[src/rtl/multi_debouncer.sv]
// Multi-channel button/sensor debouncer: 2-flop synchroniser, stable-time filter,
// debounced level with rise/fall pulses and a one-shot long-press (hold) pulse.
module multi_debouncer #(
    parameter int NUM_CH = 4,
    parameter int DEBOUNCE_CYCLES = 800_000,
    parameter int HOLD_CYCLES = 80_000_000,
    parameter logic [NUM_CH-1:0] INVERT = {NUM_CH{1'b0}},
    parameter int CNT_W = $clog2(((DEBOUNCE_CYCLES > HOLD_CYCLES) ? DEBOUNCE_CYCLES : HOLD_CYCLES) + 1)
) (
    input  logic              clk,
    input  logic              reset,
    input  logic [NUM_CH-1:0] button,
    output logic [NUM_CH-1:0] level,
    output logic [NUM_CH-1:0] rise,
    output logic [NUM_CH-1:0] fall,
    output logic [NUM_CH-1:0] hold
);

    localparam bit              HOLD_EN = (HOLD_CYCLES > 0);
    localparam logic [CNT_W-1:0] DEB_TC  = CNT_W'(DEBOUNCE_CYCLES - 1);
    localparam logic [CNT_W-1:0] HOLD_TC = HOLD_EN ? CNT_W'(HOLD_CYCLES - 1) : '0;

    logic [NUM_CH-1:0] s1;
    logic [NUM_CH-1:0] s2;
    logic [NUM_CH-1:0] hold_done;
    logic [NUM_CH-1:0] accept;
    logic [NUM_CH-1:0] hold_hit;
    logic [CNT_W-1:0]  dcnt [NUM_CH];
    logic [CNT_W-1:0]  hcnt [NUM_CH];

    // A channel whose level is falling on this edge must not also fire hold.
    always_comb begin
        accept   = '0;
        hold_hit = '0;
        for (int i = 0; i < NUM_CH; i++) begin
            accept[i]   = (s2[i] != level[i]) && (dcnt[i] == DEB_TC);
            hold_hit[i] = HOLD_EN && level[i] && !hold_done[i] && !accept[i]
                          && (hcnt[i] == HOLD_TC);
        end
    end

    always_ff @(posedge clk) begin
        if (reset) begin
            s1        <= '0;
            s2        <= '0;
            level     <= '0;
            rise      <= '0;
            fall      <= '0;
            hold      <= '0;
            hold_done <= '0;
            dcnt      <= '{default: '0};
            hcnt      <= '{default: '0};
        end else begin
            s1 <= button ^ INVERT;
            s2 <= s1;
            for (int i = 0; i < NUM_CH; i++) begin
                rise[i] <= accept[i] & s2[i];
                fall[i] <= accept[i] & ~s2[i];
                hold[i] <= hold_hit[i];

                if ((s2[i] == level[i]) || accept[i])
                    dcnt[i] <= '0;
                else
                    dcnt[i] <= dcnt[i] + CNT_W'(1);

                if (accept[i])
                    level[i] <= s2[i];

                if (!HOLD_EN || !level[i] || accept[i]) begin
                    hcnt[i]      <= '0;
                    hold_done[i] <= 1'b0;
                end else if (hold_hit[i]) begin
                    hcnt[i]      <= '0;
                    hold_done[i] <= 1'b1;
                end else if (!hold_done[i]) begin
                    hcnt[i] <= hcnt[i] + CNT_W'(1);
                end
            end
        end
    end

endmodule

[config.mk]
export PLATFORM = sky130hd
export DESIGN_NAME = multi_debouncer
export DESIGN_NICKNAME = d
export VERILOG_FILES = /design/src/rtl/multi_debouncer.sv
export SDC_FILE = /design/constraint.sdc
export NUM_CORES = 1
export LEC_CHECK = 0
export ABC_CLOCK_PERIOD_IN_PS = 2600
export BUFFER_PORTS_ARGS = -buffer_cell sky130_fd_sc_hd__buf_2
export CORE_MARGIN = 2
export CORE_UTILIZATION = 42
export DETAILED_ROUTE_END_ITERATION = 6
export GPL_TIMING_DRIVEN = 0
export HOLD_SLACK_MARGIN = 0.05
export PLACE_DENSITY = 0.68
export REMOVE_ABC_BUFFERS = 1
export SLEW_MARGIN = 10
export SYNTH_ARGS = -nofsm -noshare
export SYNTH_HDL_FRONTEND = slang
export SYNTH_SLANG_ARGS = --single-unit
[constraint.sdc]
create_clock -name clk -period 2.6 [get_ports clk]
set_input_delay 0.13 -clock clk [delete_from_list [all_inputs] [get_ports clk]]
set_output_delay 0.13 -clock clk [all_outputs]
set_load 0.02 [all_outputs]
==> flow_summary_export.csv, run 1 <==
group,metric,value,unit
outcome,status,"complete, no violations",
worst_setup_path,cp.arrival,2.83,ns
sta,relSlewSlack,15.4,%
min_path,hold_end,"s1[0]$_SDFF_PP0_",
sta,fin_ws,0.150,ns
worst_setup_path,r2r_start,"dcnt[0]$_SDFF_PP0_",
route,viasPerCell,5.04,
worst_setup_path,startpoint_type,"flop",
sta,hold_violations,0,
synth,ys_seq_area_share,45.8,%
global_routing,grt_pass1_wl,34000,µm
route,drt-total-wl,19400,µm
min_path,min-delay-start,"button[0]",
job,cap_violations,0,
clocking,cts_tree,"done",
worst_setup_path,slowest_stage,"o21ai_2",
die,start_util,42.6,%
layout,diodes,0,
clocking,clk_pin_slew,0.06,ns
clocking,htreeDepth,1,
route,drt-initial-drc-count,363,
route,drc,0,
clocking,cts_made_buffers,27,
worst_setup_path,ff2ff_setup_slack,0.15,ns
global_routing,grt_max_degree,28,
synth,ys_types,47,
route,drtAntennaViolNets,0,
placement,place.gp.congestion,0.777,
placement,portBuffers,21,
die,core,0.0250,mm²
sta,period_minus_slack,2.45,ns
synth,syn-mean-instance-area,8.80,µm²
synth,syn_inst,1212,
route,wl_per_cell,12.3,µm
sta,slew_viol_final,0,
worst_setup_path,critical-path-max-stage-delay,0.57,ns
sta,tightest_slew,1.26,ns
clocking,cts_root_buf,"clkbuf_16",
synth,synth-seq-cells,244,
power_and_ir_drop,power_per_cell_area,646,mW/mm²
sta,rsz0062_at_grt,"no",
die,fp.dieH,163,µm
sta,period_share,94.2,%
worst_setup_path,rr_endpoint,"hcnt[9]$_SDFFE_PP0N_",
clocking,clock_path_buffers,3,
sta,setup-violations-final,0,
min_path,hold_path_class,"in2reg",
worst_setup_path,critical_path_class,"reg2reg",
die,rows,58,
synth,synth_warnings,0,
synth,synth-edff-count,0,
layout,final_common_cell,"nor2_1",
layout,drive_above_1_share,7.43,%
power_and_ir_drop,leakage,0.00375,µW
die,die_x,163,µm
die,dieArea,0.0267,mm²
global_routing,grt-ovfl-total,0,
clocking,cts_setup_buffers,0,
worst_setup_path,critPathMaxFanout,13,
sta,fin_worst_skew,0.0180,ns
global_routing,grt_pass1_vias,7586,
layout,syn_to_final_growth,12.7,%
min_path,worstHoldPathCells,3,
synth,synth_area,0.0107,mm²
route,firstDrtPassIters,4,
die,ios,22,
placement,dpl.hpwl,12600,µm
global_routing,grtUsageTotal,14.8,%
synth,async_reset_ff_share,0,%
sta,max_freq,408,MHz
worst_setup_path,crit_path_cell_trace,"ha_1 -> nand3_1 -> or2_2 -> or3_1 -> o21ai_2 -> nor2_1",
layout,final_util,48.0,%
clocking,clk_latency,0.53,ns
placement,pre_cts_slack,-0.223,ns
power_and_ir_drop,vdd_drop_max,0.449,mV
route,vias,7981,
global_routing,antenna_found_initial,0,
layout,n_fill_cell,2395,
layout,final_cell_mix,"272 x nor2_1, 244 x dfxtp_1, 117 x xor2_1",
worst_setup_path,rr_worst_depth,6,
clocking,cts_num_sinks,244,
synth,synth_ff_type,"dfxtp_1",
worst_setup_path,required,2.98,ns
worst_setup_path,cp-end-kind,"flop",
layout,num-nets-final,1247,
layout,top_regs,"dcnt: 108 flops, hcnt: 108 flops",
[synthesized netlist by cell type, types with 4 or more instances]
cell type  instances  area share (%)
nand3_1           75             3.5
nor2_1           272             9.6
clkbuf_1          19            0.67
mux2i_1            7            0.66
nor4_1            33             1.9
ha_1               8            0.94
or4b_2             5            0.47
nand2_1           72             2.5
a21oi_1            4            0.19
buf_4              4            0.28
buf_2              7            0.33
xnor2_1           90             7.4
nor2b_1           17             1.0
and3_1            23             1.3
nor3_1            31             1.5
xor2_1           117             9.6
nand4_1           74             4.3
or2_2              7            0.41
or3_1              7            0.41
nand4b_1           6            0.49
and4_1            16             1.3
inv_1             17            0.60
nor4b_1            9            0.74
and2_1             5            0.29
nand2b_1           5            0.29
dfxtp_1          244              46
or4_1             10            0.70
[through the flow]
stage	instances	power (µW)	hold WS, ns	TNS [ns]	area [µm²]
finish	1582	7760	0.353	0	12000
global route	1582	8040	0.352	0	12000
CTS	1581	7890	0.327	0	12000
detailed placement	1528	3870	0.355	-12.48	11000
global placement	1528	3870	0.350	-8.43	11000
floorplan	1177	3850	0.199	0	10400
[cell type report]
type | count | area [µm²] | area share, %
Timing Repair Buffer | 26 | 155 | 1.29
Tap cell | 330 | 413 | 3.44
Multi-Input combinational cell | 917 | 5550 | 46.2
Inverter | 17 | 63.8 | 0.531
Sequential cell | 244 | 4880 | 40.7
Clock inverter | 8 | 121 | 1.01
Clock buffer | 40 | 825 | 6.86
[report_power, final]
part	leakage [µW]	total [µW]	switching [µW]	internal, µW
Clock	0.000467	3960	1490	2480
Combinational	0.00131	41.1	25.8	15.3
Sequential	0.00197	3750	6.76	3750
[routing by layer]
metal / vias to the layer above / routed length (µm) / track usage [%]
li1: 4175 / - / -
met1: 3698 / 9620 / 19.6
met2: 79 / 8670 / 24.6
met3: 29 / 737 / 2.87
met4: 0 / 414 / 4.14
met5: - / 0 / 0
[critical path: cells and delay by family, from the launching register on]
| family | cells | cell delay [ns] |
|---|---|---|
| DFF | 1 | 0.37 |
| adders and majority gates | 1 | 0.20 |
| and+or+nand+nor | 4 | 1.17 |
| AOI/OAI and AO/OA | 1 | 0.57 |
[kinds of logic (layout without fill, tap and decap cells)]
family | after synthesis | after routing | synth area share (%)
DFF | 244 | 244 | 45.8
xor gates and xnor gates | 207 | 207 | 17.0
muxes | 7 | 7 | 0.657
buffers and inverters | 52 | 91 | 2.64
AOI/OAI and AO/OA | 13 | 14 | 0.915
and+or+nand+nor | 681 | 681 | 32.1
adders and majority gates | 8 | 8 | 0.939
[how the worst max path moves through the flow]
stage                                     from                endpoint  slack [ns]  depth (start not counted)
after floorplan           dcnt[104]$_SDFF_PP0_  hcnt[100]$_SDFFE_PP0N_        0.29                          5
after global placement     dcnt[27]$_SDFF_PP0_   hcnt[27]$_SDFFE_PP0N_       -0.17                          6
after detailed placement   dcnt[27]$_SDFF_PP0_   hcnt[46]$_SDFFE_PP0N_       -0.22                          6
after CTS                   dcnt[0]$_SDFF_PP0_     dcnt[20]$_SDFF_PP0_        0.03                          6
after global routing        dcnt[0]$_SDFF_PP0_    hcnt[9]$_SDFFE_PP0N_       0.005                          6
final                       dcnt[0]$_SDFF_PP0_    hcnt[9]$_SDFFE_PP0N_        0.15                          6
[timing repair]
action                                 in CTS  in global routing
hold buffers                                5                  0
gates resized for setup                     3                  6
pin swaps                                   0                  1
cloned                                      0                  1
endpoints found under the hold margin       5                  0
setup endpoints to repair                  79                133
(Power assumes the default switching activity.)
==> run 2, diff against run 1 <==
--- a/config.mk
+++ b/config.mk
@@ -8,11 +8,11 @@
 export ABC_CLOCK_PERIOD_IN_PS = 2600
 export BUFFER_PORTS_ARGS = -buffer_cell sky130_fd_sc_hd__buf_2
 export CORE_MARGIN = 2
-export CORE_UTILIZATION = 42
+export CORE_UTILIZATION = 30
 export DETAILED_ROUTE_END_ITERATION = 6
 export GPL_TIMING_DRIVEN = 0
 export HOLD_SLACK_MARGIN = 0.05
-export PLACE_DENSITY = 0.68
+export PLACE_DENSITY = 0.55
 export REMOVE_ABC_BUFFERS = 1
 export SLEW_MARGIN = 10
 export SYNTH_ARGS = -nofsm -noshare
==> run 2 against run 1 <==
Net effect:
- clock power is 8.3% lower
- count of clock-buffer cells in the layout is 4 higher
- critical path depth stayed put
- total power is 4.3% lower
- worst hold slack worse by 0.24 ns
- sequential power hardly changed
- non-clock buffer count is 1 lower
- die area is 39% higher
- worst setup slack better by 0.055 ns
- global-route usage is 4.0 points lower
- critical path type unchanged
- critical endpoint is now hcnt[38]$_SDFFE_PP0N_
- largest power group is now sequential cells
==> flow_summary_export.csv, run 2 (same netlist as run 1, synthesis figures left out) <==
group,metric,value,unit
power_and_ir_drop,p_sw,1500,µW
clocking,cts_made_buffers,27,
clocking,htreeDepth,1,
sta,period_share,92.1,%
sta,tightest_slew,1.22,ns
layout,diodes,0,
power_and_ir_drop,clkPwrFrac,48.9,%
sta,period_minus_slack,2.39,ns
clocking,cts_setup_buffers,0,
route,drt-total-wl,20000,µm
worst_setup_path,cp-end-kind,"flop",
layout,num-nets-final,1246,
power_and_ir_drop,power_per_cell_area,614,mW/mm²
power_and_ir_drop,pwr-share-comb,0.6,%
layout,n_fill_cell,3663,
worst_setup_path,cp_top_family,"simple AND/OR/NAND/NOR gates",
die,ios,22,
sta,setup-tns-final,0,ns
min_path,hold_path_class,"in2reg",
clocking,clock_path_buffers,3,
clocking,cts_tree,"done",
die,start_util,30.2,%
power_and_ir_drop,swShare,20.2,%
route,drtAntennaViolNets,0,
sta,rsz0062_at_grt,"no",
route,vias,7960,
worst_setup_path,critical-path-max-stage-delay,0.68,ns
worst_setup_path,critPathMaxFanout,26,
clocking,clk_latency,0.52,ns
route,viasPerCell,4.65,
worst_setup_path,slowest_stage,"o31ai_1",
route,drc,0,
layout,syn_to_final_growth,13.4,%
placement,place_area,0.0111,mm²
layout,top_regs,"dcnt: 108 flops, hcnt: 108 flops",
die,rows,69,
layout,ff_latch_area,0.00488,mm²
job,cap_violations,0,
layout,final_area,0.0121,mm²
route,firstDrtPassIters,4,
worst_setup_path,critical_path_class,"reg2reg",
die,fp.dieH,193,µm
route,wl_per_cell,11.7,µm
global_routing,grtUsageTotal,10.8,%
layout,drive_above_1_share,7.27,%
outcome,status,"complete, no violations",
worst_setup_path,crit_path_cell_trace,"ha_1 -> and4_1 -> nand3_1 -> o31ai_1 -> nand2b_4 -> nor2_1",
worst_setup_path,required,3.00,ns
die,core,0.0353,mm²
layout,final_util,34.3,%
sta,relSlewSlack,18.1,%
sta,slew_viol_final,0,
worst_setup_path,startpoint_type,"flop",
global_routing,grt_pass1_vias,7541,
clocking,cts_root_buf,"clkbuf_16",
route,drt-initial-drc-count,291,
layout,final_common_cell,"nor2_1",
global_routing,grt-ovfl-total,0,
layout,multiInputGateArea,0.00557,mm²
clocking,clk_pin_slew,0.06,ns
power_and_ir_drop,intPower,5920,µW
power_and_ir_drop,vdd_drop_max,0.551,mV
sta,fin_worst_skew,0.0121,ns
die,die_x,193,µm
global_routing,antenna_found_initial,0,
worst_setup_path,path_buf_inv,0,
die,dieArea,0.0371,mm²
global_routing,grt_max_degree,28,
worst_setup_path,cp.arrival,2.80,ns
power_and_ir_drop,p_total,7420,µW
global_routing,grt_pass1_wl,34700,µm
layout,final_cell_mix,"272 x nor2_1, 244 x dfxtp_1, 117 x xor2_1",
sta,max_freq,418,MHz
power_and_ir_drop,p_seq_share,50.6,%
placement,portBuffers,21,
sta,hold_violations,0,
placement,place.gp.congestion,0.769,
clocking,cts_num_sinks,244,
sta,setup-violations-final,0,
power_and_ir_drop,leakage,0.00370,µW
placement,dpl.hpwl,12900,µm
==> run 2: cell types whose count changed in the layout (fill, tap and decap cells not counted), sizes merged <==
cell	previous run	this run
clkbuf	40	44
bufinv	3	0
clkinv	3	5
clkinvlp	1	0
dlygate4sd3	5	4
inv	18	17
==> run 2: worst reg2reg max path, stage by stage, from the launching register on <==
cell,delay (ns)
dfxtp_1,0.39
ha_1,0.22
and4_1,0.28
nand3_1,0.15
o31ai_1,0.68
nand2b_4,0.45
nor2_1,0.10
==> run 2: layout make-up <==
| type | count | share of cell area (%) |
|---|---|---|
| timing repair buffer | 25 | 1.20 |
| sequential | 244 | 40.4 |
| tap | 461 | 4.77 |
| clock buffer | 44 | 6.86 |
| multi-input combinational | 917 | 46.0 |
| clock inverter | 5 | 0.238 |
| inverter | 17 | 0.528 |
==> run 2: metrics by stage <==
| stage | worst slack [ns] | instances | hold WS [ns] |
|---|---|---|---|
| 2_1_floorplan | 0.287 | 1177 | 0.199 |
| 5_1_grt | 0.00653 | 1713 | 0.142 |
| 4_1_cts | 0.0143 | 1712 | 0.109 |
| 6_report | 0.205 | 1713 | 0.117 |
| 3_5_place_dp | -0.280 | 1659 | 0.349 |
| 3_3_place_gp | -0.246 | 1659 | 0.344 |
==> run 2: metal layers <==
metal	wire length, µm	up-vias	GRT usage, %	part of all wire (%)
met4	527	0	3.29	2.6
met1	10400	3673	14.8	52
met2	8530	68	17.6	43
met3	576	37	1.73	2.9
li1	-	4182	-	-
met5	0	-	0	0
==> run 2: power groups by stage <==
stage	Clock, µW	Sequential (µW)	Combinational (µW)
finish	3630	3750	40.8
CTS	3760	3750	41.5
floorplan	0	3830	18.7
global route	3920	3750	45.9
global placement	0	3840	36.0
detailed placement	0	3830	36.3
==> run 2: what timing repair did <==
action                                 4_1_cts  5_1_grt
pin swaps                                    0        1
gates resized for setup                      4        8
gates cloned                                 0        1
hold buffers                                 4        0
setup endpoints to repair                   81      108
endpoints found under the hold margin        4        0
==> run 2: path summary, 6_finish.rpt <==
check,to,slack (ns),cells past startpoint,start
worst min register to register,s2[1]$_SDFF_PP0_,0.44,1,s1[1]$_SDFF_PP0_
worst min-delay path,level[2]$_SDFFE_PP0P_,0.12,2,reset
worst max register to register,hcnt[38]$_SDFFE_PP0N_,0.21,6,dcnt[27]$_SDFF_PP0_
worst max-delay path,hcnt[38]$_SDFFE_PP0N_,0.21,6,dcnt[27]$_SDFF_PP0_
